--- src/rtl/udp_tx_sched_if.sv ---
// Client, stack and status signals around the shared TX buffer scheduler.
// master drives the clients and the stack; slave is the scheduler itself.
interface udp_tx_sched_if #(
    parameter int unsigned AWIDTH = 6
);
    logic [1:0]        cli_req;
    logic [1:0]        cli_grant;
    logic [1:0]        cli_rel;
    logic [1:0]        cli_done;
    logic [63:0]       cli_rdata;
    logic [AWIDTH-1:0] cli_addr;
    logic              txbuf_grant;
    logic              txbuf_rel;
    logic [AWIDTH-1:0] txbuf_addr;
    logic [31:0]       txbuf_rdata;
    logic              owner;
    logic              busy;
    logic              timeout_err;

    modport master (
        output cli_req, cli_rel, cli_rdata, txbuf_grant, txbuf_addr,
        input  cli_grant, cli_done, cli_addr, txbuf_rel, txbuf_rdata, owner, busy, timeout_err
    );

    modport slave (
        input  cli_req, cli_rel, cli_rdata, txbuf_grant, txbuf_addr,
        output cli_grant, cli_done, cli_addr, txbuf_rel, txbuf_rdata, owner, busy, timeout_err
    );
endinterface

--- src/rtl/udp_tx_sched.sv ---
// Round-robin scheduler sharing one UDP TX buffer between two clients.
// All status outputs are registered; only the data and address paths are combinational.
module udp_tx_sched #(
    parameter int unsigned AWIDTH  = 6,
    parameter int unsigned TIMEOUT = 1024
) (
    input logic           clk,
    input logic           rst,
    udp_tx_sched_if.slave bus
);
    typedef enum logic [1:0] {StIdle, StGrant, StRel, StSend} state_e;

    localparam bit          TimeoutEn = (TIMEOUT != 0);
    localparam logic [15:0] HoldMax   = 16'(TIMEOUT - 1);

    state_e      state_q;
    logic        owner_q;
    logic        last_owner_q;
    logic        seen_low_q;
    logic [15:0] hold_cnt_q;
    logic [1:0]  cli_grant_q;
    logic [1:0]  cli_done_q;
    logic        txbuf_rel_q;
    logic        timeout_err_q;
    logic        busy_q;

    logic pick;
    logic own_rel;
    logic own_req;
    logic hold_expired;

    always_comb begin
        pick = 1'b0;
        case (bus.cli_req)
            2'b01:   pick = 1'b0;
            2'b10:   pick = 1'b1;
            2'b11:   pick = ~last_owner_q;
            default: pick = 1'b0;
        endcase
    end

    assign own_rel      = bus.cli_rel[owner_q];
    assign own_req      = bus.cli_req[owner_q];
    assign hold_expired = TimeoutEn && (hold_cnt_q == HoldMax);

    always_ff @(posedge clk) begin
        if (rst) begin
            state_q       <= StIdle;
            owner_q       <= 1'b0;
            last_owner_q  <= 1'b1;
            seen_low_q    <= 1'b0;
            hold_cnt_q    <= 16'd0;
            cli_grant_q   <= 2'b00;
            cli_done_q    <= 2'b00;
            txbuf_rel_q   <= 1'b0;
            timeout_err_q <= 1'b0;
            busy_q        <= 1'b0;
        end else begin
            cli_done_q    <= 2'b00;
            txbuf_rel_q   <= 1'b0;
            timeout_err_q <= 1'b0;
            case (state_q)
                StIdle: begin
                    if (bus.txbuf_grant && (bus.cli_req != 2'b00)) begin
                        state_q     <= StGrant;
                        owner_q     <= pick;
                        hold_cnt_q  <= 16'd0;
                        cli_grant_q <= pick ? 2'b10 : 2'b01;
                        busy_q      <= 1'b1;
                    end
                end
                StGrant: begin
                    hold_cnt_q <= hold_cnt_q + 16'd1;
                    // Losing the buffer outranks everything; a release outranks the timeout.
                    if (!bus.txbuf_grant || (!own_rel && !own_req)) begin
                        state_q     <= StIdle;
                        cli_grant_q <= 2'b00;
                        busy_q      <= 1'b0;
                    end else if (own_rel) begin
                        state_q     <= StRel;
                        cli_grant_q <= 2'b00;
                        txbuf_rel_q <= 1'b1;
                    end else if (hold_expired) begin
                        state_q       <= StIdle;
                        cli_grant_q   <= 2'b00;
                        busy_q        <= 1'b0;
                        timeout_err_q <= 1'b1;
                        last_owner_q  <= owner_q;
                    end
                end
                StRel: begin
                    state_q    <= StSend;
                    seen_low_q <= 1'b0;
                end
                StSend: begin
                    if (!bus.txbuf_grant) begin
                        seen_low_q <= 1'b1;
                    end else if (seen_low_q) begin
                        state_q      <= StIdle;
                        cli_done_q   <= owner_q ? 2'b10 : 2'b01;
                        last_owner_q <= owner_q;
                        busy_q       <= 1'b0;
                    end
                end
                default: state_q <= StIdle;
            endcase
        end
    end

    assign bus.cli_grant   = cli_grant_q;
    assign bus.cli_done    = cli_done_q;
    assign bus.txbuf_rel   = txbuf_rel_q;
    assign bus.timeout_err = timeout_err_q;
    assign bus.busy        = busy_q;
    assign bus.owner       = owner_q;
    assign bus.cli_addr    = bus.txbuf_addr;
    assign bus.txbuf_rdata = owner_q ? bus.cli_rdata[63:32] : bus.cli_rdata[31:0];
endmodule

--- src/flat_wrapper.sv ---
// flat-port wrapper written by rule: the top's interface ports become plain ports
module udp_tx_sched_flat 
#(
    parameter int unsigned AWIDTH  = 6,
    parameter int unsigned TIMEOUT = 1024
)
  (clk, rst, bus_cli_req, bus_cli_rel, bus_cli_rdata, bus_txbuf_grant, bus_txbuf_addr, bus_cli_grant, bus_cli_done, bus_cli_addr, bus_txbuf_rel, bus_txbuf_rdata, bus_owner, bus_busy, bus_timeout_err);
  udp_tx_sched_if #(.AWIDTH(AWIDTH)) bus_i ();
  input logic clk;
  input logic rst;
  input wire logic [$bits(bus_i.cli_req)-1:0] bus_cli_req;
  input wire logic [$bits(bus_i.cli_rel)-1:0] bus_cli_rel;
  input wire logic [$bits(bus_i.cli_rdata)-1:0] bus_cli_rdata;
  input wire logic [$bits(bus_i.txbuf_grant)-1:0] bus_txbuf_grant;
  input wire logic [$bits(bus_i.txbuf_addr)-1:0] bus_txbuf_addr;
  output wire logic [$bits(bus_i.cli_grant)-1:0] bus_cli_grant;
  output wire logic [$bits(bus_i.cli_done)-1:0] bus_cli_done;
  output wire logic [$bits(bus_i.cli_addr)-1:0] bus_cli_addr;
  output wire logic [$bits(bus_i.txbuf_rel)-1:0] bus_txbuf_rel;
  output wire logic [$bits(bus_i.txbuf_rdata)-1:0] bus_txbuf_rdata;
  output wire logic [$bits(bus_i.owner)-1:0] bus_owner;
  output wire logic [$bits(bus_i.busy)-1:0] bus_busy;
  output wire logic [$bits(bus_i.timeout_err)-1:0] bus_timeout_err;
  assign bus_i.cli_req = bus_cli_req;
  assign bus_i.cli_rel = bus_cli_rel;
  assign bus_i.cli_rdata = bus_cli_rdata;
  assign bus_i.txbuf_grant = bus_txbuf_grant;
  assign bus_i.txbuf_addr = bus_txbuf_addr;
  assign bus_cli_grant = bus_i.cli_grant;
  assign bus_cli_done = bus_i.cli_done;
  assign bus_cli_addr = bus_i.cli_addr;
  assign bus_txbuf_rel = bus_i.txbuf_rel;
  assign bus_txbuf_rdata = bus_i.txbuf_rdata;
  assign bus_owner = bus_i.owner;
  assign bus_busy = bus_i.busy;
  assign bus_timeout_err = bus_i.timeout_err;
  udp_tx_sched #(.AWIDTH(AWIDTH), .TIMEOUT(TIMEOUT)) u_core (.clk(clk), .rst(rst), .bus(bus_i));
endmodule
--- config.mk ---
export PLATFORM = sky130hd
export DESIGN_NAME = udp_tx_sched_flat
export DESIGN_NICKNAME = d
export VERILOG_FILES = /design/src/rtl/udp_tx_sched_if.sv /design/src/rtl/udp_tx_sched.sv /design/src/flat_wrapper.sv
export SDC_FILE = /design/constraint.sdc
export NUM_CORES = 1
export LEC_CHECK = 0
export CAP_MARGIN = 20
export CORE_MARGIN = 2
export CORE_UTILIZATION = 37
export DETAILED_ROUTE_END_ITERATION = 10
export GPL_TIMING_DRIVEN = 1
export PLACE_DENSITY_LB_ADDON = 0.12
export SYNTH_ARGS = -nofsm -noshare
export SYNTH_HDL_FRONTEND = slang
export SYNTH_SLANG_ARGS = --single-unit
--- constraint.sdc ---
create_clock -name clk -period 4.8 [get_ports clk]
set_input_delay 0.48 -clock clk [delete_from_list [all_inputs] [get_ports clk]]
set_output_delay 0.48 -clock clk [all_outputs]
set_load 0.03 [all_outputs]
==> metrics.md, run 1 <==
| Metric | Value |
|---|---|
| Largest fanout on the critical path | `22` |
| Switching power of the nets | `177 uW` |
| Number of cells in the finished layout apart from fillers | `342` |
| FF-to-FF setup slack | `2.41 ns` |
| # DRC | `0` |
| RSZ-0062 raised after global routing | `no` |
| Clock Sink Count | `28` |
| Critical Setup Path Class | `flip-flop to output port` |
| Result of the run | `complete, no violations` |
| Fill cell instance count of the final layout | `414` |
| Instance area at placement | `2790 um^2` |
| Cells after DPL | `338` |
| Largest area contributor in the synthesized netlist | `sky130_fd_sc_hd__dfxtp_1` |
| Number of DRC violations after detailed-routing iteration 0 | `73` |
| Fraction of layout instances using a drive strength above 1 | `14.5%` |
| Measured slew at the worst slew-check pin | `0.911 ns` |
| Endpoint, Worst Hold | `u_core.hold_cnt_q[15]$_SDFFE_PP0P_` |
| PD cells | `224 nW/um^2` |
| Overflow left after global routing | `0` |
| Site row count | `24` |
| Floorplan die height | `72.0 um` |
| Ordered cell list for the critical path | `buf_4 -> mux2_2 -> clkdlybuf4s50_1` |
| Number of global-route vias before repair | `1776` |
| Placer Congestion | `0.777` |
| I/O pin cnt | `123` |
| Maximum buffer depth of the clock tree | `2` |
| CTS tree | `yes` |
| Layout Area Growth over Synthesis | `67.0%` |
| Setup bufs post-CTS | `0` |
| Worst endpoint data arrival time | `2.59 ns` |
| Cells after Synth | `193` |
| Netlist Area Pre-Place | `1710 um^2` |
| Endpoints failing hold | `0` |
| GRT Util Overall | `21.2%` |
| Fraction of the cycle the final worst path needs | `64.0%` |
| Total Die Area | `5190 um^2` |
| Data required time at the worst endpoint | `4.32 ns` |
| Resized Gates After CTS | `0` |
| Number of vias after detailed routing | `1788` |
| Port-buffer cells | `110` |
| Ant diodes | `0` |
| Count of different cell masters after synthesis | `43` |
| Count of nets left with antenna violations after detail routing | `0` |
| Min-Delay Path Class | `flip-flop to flip-flop` |
| Count of final setup violators | `0` |
| Worst clock skew on the final layout | `0.00594 ns` |
| Synthesized area per cell | `8.87 um^2` |
| Syn_nets | `271` |
| Wire length of the first global-routing pass | `8.76 mm` |
| Worst min-delay path startpoint | `u_core.hold_cnt_q[15]$_SDFFE_PP0P_` |
| Worst IR Drop VDD | `0.000160 V` |
| Combinational share of power | `32.1%` |
| Net count, final | `369` |
| Pin count of the biggest net entering global routing | `23` |
| Total half-perimeter wirelength after legalization and detailed placement | `4.40 mm` |
| Share of Yosys cell area claimed by the top area cell type | `32.7%` |
| Worst slew margin relative to its limit | `39.2%` |
| Cell with the biggest individual delay on the critical path | `sky130_fd_sc_hd__dfxtp_1` |
| Internal power | `462 uW` |
| CTS Hold Bufs | `0` |
| Total of warnings raised by yosys | `0` |
| Leading post-synthesis cells by cell area | `sky130_fd_sc_hd__dfxtp_1 33%, sky130_fd_sc_hd__mux2_2 22%, sky130_fd_sc_hd__a21oi_1 4.7%` |
| Maxcap violations | `0` |
| Number of instances on the worst hold path | `2` |
| Antenna violations before repair | `0` |
| Delay of the slowest critical-path stage | `0.93 ns` |
| Root buffer cell | `sky130_fd_sc_hd__clkbuf_8` |
| Post-detailed-route via-to-cell ratio | `5.23` |
| Total negative slack for setup checks | `0 ns` |
| Leak pwr | `0.960 nW` |
| Clock transition at the registers of the reported paths | `0.09 ns` |
| Tmin final | `3.07 ns` |
| Final design area excluding fillers | `2860 um^2` |
| Final Power | `639 uW` |
| Crit Reg-Reg Startpoint | `u_core.bus.owner$_SDFFE_PP0P_` |
| Core box area | `4410 um^2` |
| Flops & latches, synth | `28` |
| H-Tree Level Count | `1` |
| Fmax | `326 MHz` |
| Final routed wirelength across all metal layers | `5.52 mm` |
| Capture point of the worst reg-to-reg path | `u_core.state_q[0]$_SDFFE_PP0P_` |
| Share of synthesized area occupied by flip-flops and latches | `32.7%` |
| Worst r2r path cells | `5` |
| Worst Setup End Kind | `output port` |
| Part of the total power dissipated in sequential elements | `38.3%` |
| Kind of launch point of the worst setup path | `flip-flop` |
| Proportion of total power due to net switching | `27.7%` |
| Routed wire per std cell | `16.1 um` |
| Drt first pass iters | `4` |
| Portion of total power attributed to the clock network | `29.6%` |
| Clock buffer count from CTS | `3` |
| Initial core utilization | `38.8%` |
| Clock network latency to the later pin of the worst-skew pair | `0.28 ns` |
| Horiz. Die Dim | `72.0 um` |
| Number of slew-limit violations in the final report | `0` |
[Yosys cell counts, drive strengths merged]
cell    number
nor3b        1
nand4        3
or3         10
a31oi        1
o31ai        2
o21ai       13
nor4         3
and2         2
inv          5
nand3b       1
nand3        8
ha           1
a2111o       1
o211ai       2
nor2b        1
clkbuf       5
or2          1
a21boi       1
xnor2        2
mux2i        4
a21oi       16
buf         13
a211oi       5
or4          1
nor4bb       1
nand2        4
xor2         1
and4         1
nor2        12
a311oi       1
a22oi        2
and3         2
mux2        33
a211o        1
nor3         4
o21a         1
dfxtp       28
[final cells by class]
| class | instances | area [um^2] | area share [%] |
|---|---|---|---|
| sequential | 28 | 561 | 19.6 |
| clock inverter | 1 | 30.0 | 1.05 |
| timing repair buffer | 111 | 1110 | 38.8 |
| inverter | 5 | 18.8 | 0.657 |
| clock buffer | 3 | 41.3 | 1.44 |
| tap | 52 | 65.1 | 2.28 |
| multi-input combinational | 142 | 1030 | 36.2 |
[critical path: cells and delay by family (launching register included)]
kind | cells | cell delay (ns)
buffers and inverters | 2 | 1.00
flip-flops | 1 | 0.93
multiplexers | 1 | 0.38
[power by group through the flow]
stage | Combinational [mW] | Sequential (mW) | Clock (mW)
final | 0.206 | 0.245 | 0.189
after global routing | 0.217 | 0.246 | 0.204
after floorplan | 0.106 | 0.249 | 0
after global placement | 0.204 | 0.250 | 0
after CTS | 0.207 | 0.245 | 0.194
after detailed placement | 0.205 | 0.250 | 0
[flip-flops by register name, indices dropped and copies added (netlist names), named ones only]
| name | cells |
|---|---|
| u_core.state_q | 1 |
| u_core.bus.owner | 1 |
| u_core.bus.cli_done | 2 |
| u_core.bus.cli_grant | 2 |
| u_core.bus.timeout_err | 1 |
| u_core.bus.busy | 1 |
| u_core.hold_cnt_q | 16 |
| u_core.last_owner_q | 1 |
| u_core.bus.txbuf_rel | 1 |
| u_core.seen_low_q | 1 |
[cells by family after synthesis]
logic type / Yosys count / synth area share, %
xor+xnor: 3 / 1.54
simple gates: 55 / 17.6
fa+ha+maj: 1 / 0.731
flops: 28 / 32.7
compound gates: 46 / 16.4
mux: 37 / 24.1
buf+inv: 23 / 6.87
[cell usage in the layout (no fill, tap or decap), types with 2 or more instances in the layout]
cell	n
sky130_fd_sc_hd__nor4_1	3
sky130_fd_sc_hd__nand4_1	3
sky130_fd_sc_hd__xnor2_1	2
sky130_fd_sc_hd__mux2_2	33
sky130_fd_sc_hd__nor3_1	4
sky130_fd_sc_hd__nor2_1	12
sky130_fd_sc_hd__a22oi_1	2
sky130_fd_sc_hd__inv_1	5
sky130_fd_sc_hd__mux2i_1	4
sky130_fd_sc_hd__o31ai_1	2
sky130_fd_sc_hd__a21oi_1	16
sky130_fd_sc_hd__dfxtp_1	28
sky130_fd_sc_hd__nand2_1	4
sky130_fd_sc_hd__a211oi_1	5
sky130_fd_sc_hd__o211ai_1	2
sky130_fd_sc_hd__clkdlybuf4s50_1	110
sky130_fd_sc_hd__o21ai_0	12
sky130_fd_sc_hd__nand3_1	8
sky130_fd_sc_hd__or3_1	9
sky130_fd_sc_hd__and3_1	2
sky130_fd_sc_hd__clkbuf_8	3
[metal layers]
metal / wire, um / GRT usage [%] / up-vias
met3: 422 / 4.44 / 8
li1: - / - / 902
met2: 2650 / 37.1 / 71
met4: 40 / 2.94 / 0
met1: 2410 / 27.4 / 807
met5: 0 / 0 / -
[how the worst max path moves through the flow]
stage	cells after the start	start	slack, ns	endpoint
6_report	3	u_core.bus.owner$_SDFFE_PP0P_	1.73	bus_txbuf_rdata[28]
3_3_place_gp	3	u_core.bus.owner$_SDFFE_PP0P_	2.06	bus_txbuf_rdata[27]
4_1_cts	3	u_core.bus.owner$_SDFFE_PP0P_	1.71	bus_txbuf_rdata[28]
5_1_grt	3	u_core.bus.owner$_SDFFE_PP0P_	1.58	bus_txbuf_rdata[28]
3_5_place_dp	3	u_core.bus.owner$_SDFFE_PP0P_	2.03	bus_txbuf_rdata[28]
2_1_floorplan	3	u_core.bus.owner$_SDFFE_PP0P_	2.70	bus_txbuf_rdata[10]
[per-stage QoR]
step,setup slack [ns],util (%),hold slack [ns]
finish,1.73,64.7,0.493
global route,1.58,64.7,0.533
CTS,1.71,64.7,0.494
detailed placement,2.03,63.1,0.478
global placement,2.06,63.1,0.468
floorplan,2.70,-,0.452
No activity file was read; power rests on OpenSTA's default activity.
==> run 2, diff against run 1 <==
Settings changed: CORE_UTILIZATION 37 to 35.
Clock period 4.8 ns to 3.08 ns, I/O delays scaled along.
==> run 2 against run 1 <==
  * Critical endpoint is now bus_txbuf_rdata[11]
  * Global-route usage down 0.78 points
  * Critical path type unchanged
  * Sequential power grew 57%
  * Register-to-register slack lost 1.4 ns
  * Final area increased by 0.13%
  * Largest cell class unchanged
  * Highest routed layer unchanged
==> metrics.md, run 2 (same netlist as run 1, synthesis figures left out) <==
| Metric | Value |
|---|---|
| Result of the run | `complete, no violations` |
| Placer Congestion | `0.792 (+2.0%)` |
| Count of final setup violators | `0 (unchanged)` |
| GRT Util Overall | `20.4% (-0.78 points)` |
| Kind of launch point of the worst setup path | `flip-flop` |
| Endpoints failing hold | `0 (unchanged)` |
| Worst slew margin relative to its limit | `38.8% (-0.39 points)` |
| Met1 global-route usage | `24.0% (-3.4 points)` |
| # DRC | `0 (unchanged)` |
| RSZ-0062 raised after global routing | `no` |
| WP buf/inv | `1 (-1)` |
| Highest-utilization routing layer at the global route stage | `met2` |
| Tmin final | `2.57 ns` |
| Total negative slack for setup checks | `0 ns (unchanged)` |
| CTS Hold Bufs | `0 (unchanged)` |
| Data required time at the worst endpoint | `2.77 ns (-1.55 ns)` |
| Ordered cell list for the critical path | `mux2_2 -> clkdlybuf4s50_1` |
| Final routed wirelength across all metal layers | `5.78 mm (+4.7%)` |
| Overflow left after global routing | `0 (unchanged)` |
| Critical Setup Path Class | `flip-flop to output port` |
| Horiz. Die Dim | `73.9 um (+2.7%)` |
| Worst endpoint data arrival time | `2.26 ns (-0.33 ns)` |
| Worst clock skew on the final layout | `0.00485 ns (-0.00110 ns)` |
| Flip-flop count of the largest register, all copies and words added | `16 (unchanged)` |
| Clock buffer count from CTS | `3 (unchanged)` |
| Fraction of the cycle the final worst path needs | `83.3%` |
| Leak pwr | `0.953 nW (-0.71%)` |
| Number of slew-limit violations in the final report | `0 (unchanged)` |
| Worst Setup End Kind | `output port` |
| Drt first pass iters | `4 (unchanged)` |
| Number of global-route vias before repair | `1641 (-7.6%)` |
| Worst IR Drop VDD | `0.000237 V (+48%)` |
| Cell with the biggest individual delay on the critical path | `sky130_fd_sc_hd__dfxtp_2` |
| Total Die Area | `5470 um^2 (+5.4%)` |
| Cell family contributing the most delay on the critical path | `flip-flops` |
| Fraction of layout instances using a drive strength above 1 | `14.8% (+0.34 points)` |
| Fill cell instance count of the final layout | `430 (+3.9%)` |
| Resized Gates After CTS | `0 (unchanged)` |
| Maximum buffer depth of the clock tree | `2 (unchanged)` |
| Pin count of the biggest net entering global routing | `43 (+87%)` |
| Core box area | `4720 um^2 (+7.0%)` |
| Cells after DPL | `353 (+4.4%)` |
| Most used cells in the layout excluding fill and tap cells | `110 x sky130_fd_sc_hd__clkdlybuf4s50_1, 33 x sky130_fd_sc_hd__mux2_2, 27 x sky130_fd_sc_hd__dfxtp_1` |
| Root buffer cell | `sky130_fd_sc_hd__clkbuf_8` |
| Measured slew at the worst slew-check pin | `0.918 ns (+0.00709 ns)` |
| Antenna violations before repair | `0 (unchanged)` |
| Min-Delay Path Class | `flip-flop to flip-flop` |
| Number of vias after detailed routing | `1808 (+1.1%)` |
| Port-buffer cells | `110 (unchanged)` |
| Total half-perimeter wirelength after legalization and detailed placement | `4.60 mm (+4.6%)` |
| Delay of the slowest critical-path stage | `0.94 ns (about the same)` |
| Wire length of the first global-routing pass | `8.56 mm (-2.2%)` |
| Floorplan die height | `73.9 um (+2.7%)` |
| Maxcap violations | `0 (unchanged)` |
| Site row count | `25 (+4.2%)` |
| Commonest non-fill, non-tap cell in the layout | `sky130_fd_sc_hd__clkdlybuf4s50_1` |
| Initial core utilization | `36.2% (-2.5 points)` |
| Post-detailed-route via-to-cell ratio | `5.06 (-3.1%)` |
| Largest Register | `u_core.hold_cnt_q` |
| Ant diodes | `0 (unchanged)` |
| Routed wire per std cell | `16.2 um (+0.28%)` |
| I/O pin cnt | `123 (unchanged)` |
| Clock network latency to the later pin of the worst-skew pair | `0.27 ns (about the same)` |
| CTS tree | `yes` |
| H-Tree Level Count | `1 (unchanged)` |
| Setup bufs post-CTS | `0 (unchanged)` |
| Clock Sink Count | `28 (unchanged)` |
| Count of nets left with antenna violations after detail routing | `0 (unchanged)` |
| Fmax | `390 MHz` |
| Number of cells in the finished layout apart from fillers | `357 (+4.4%)` |
| GR Layer Usage met3 | `5.56% (+1.1 points)` |
| Clock transition at the registers of the reported paths | `0.10 ns (about the same)` |
| Layout Area Growth over Synthesis | `67.2%` |
| Largest fanout on the critical path | `42 (+91%)` |
| Global-route met2 utilization | `36.1% (-1.0 points)` |
| PD cells | `326 nW/um^2 (+45%)` |
| Number of DRC violations after detailed-routing iteration 0 | `75 (+2.7%)` |
| Net count, final | `369 (unchanged)` |
[run 2: cell type report]
cell class	instances	area (um^2)	area share [%]
flip-flops and latches	28	562	19.6
well taps	67	83.8	2.93
repair buffers	111	1110	38.7
multi-input cells	142	1030	36.1
clock buffers	4	55.1	1.92
inverters	5	18.8	0.656
[run 2: report_power, final]
| group | internal [mW] | switching [mW] | total, mW |
|---|---|---|---|
| logic | 0.178 | 0.139 | 0.318 |
| clock network | 0.115 | 0.114 | 0.229 |
| registers | 0.369 | 0.0160 | 0.385 |
[run 2: metrics by stage]
step / cell area [um^2] / utilization, % / hold WS [ns] / power (mW) / setup WS, ns
after CTS: 2860 / 60.6 / 0.499 / 0.937 / 0.493
after floorplan: 1710 / - / 0.380 / 0.554 / 1.16
after global routing: 2860 / 60.6 / 0.527 / 0.971 / 0.402
after detailed placement: 2810 / 59.4 / 0.483 / 0.711 / 0.782
after global placement: 2810 / 59.4 / 0.470 / 0.709 / 0.814
final: 2860 / 60.6 / 0.501 / 0.931 / 0.514
[run 2: path summary, 6_finish.rpt]
| kind | start | to | slack [ns] | depth (start not counted) |
|---|---|---|---|---|
| worst max-delay path | u_core.bus.owner$_SDFFE_PP0P_ | bus_txbuf_rdata[11] | 0.51 | 2 |
| worst min-delay path | u_core.hold_cnt_q[15]$_SDFFE_PP0P_ | u_core.hold_cnt_q[15]$_SDFFE_PP0P_ | 0.50 | 2 |
| worst max register to register | u_core.bus.owner$_SDFFE_PP0P_ | u_core.bus.cli_grant[0]$_SDFFE_PP0P_ | 0.98 | 4 |
| worst min register to register | u_core.hold_cnt_q[15]$_SDFFE_PP0P_ | u_core.hold_cnt_q[15]$_SDFFE_PP0P_ | 0.50 | 2 |
[run 2: routing by layer]
metal	part of all wire (%)	wire length, um
met1	41	2400
met5	0	0
met2	48	2790
met3	8.5	493
met4	1.7	100
[run 2: worst min-delay path: stages (launching register included)]
cell                      delay [ns]
sky130_fd_sc_hd__dfxtp_1        0.33
sky130_fd_sc_hd__o31ai_1        0.07
sky130_fd_sc_hd__a21oi_1        0.06
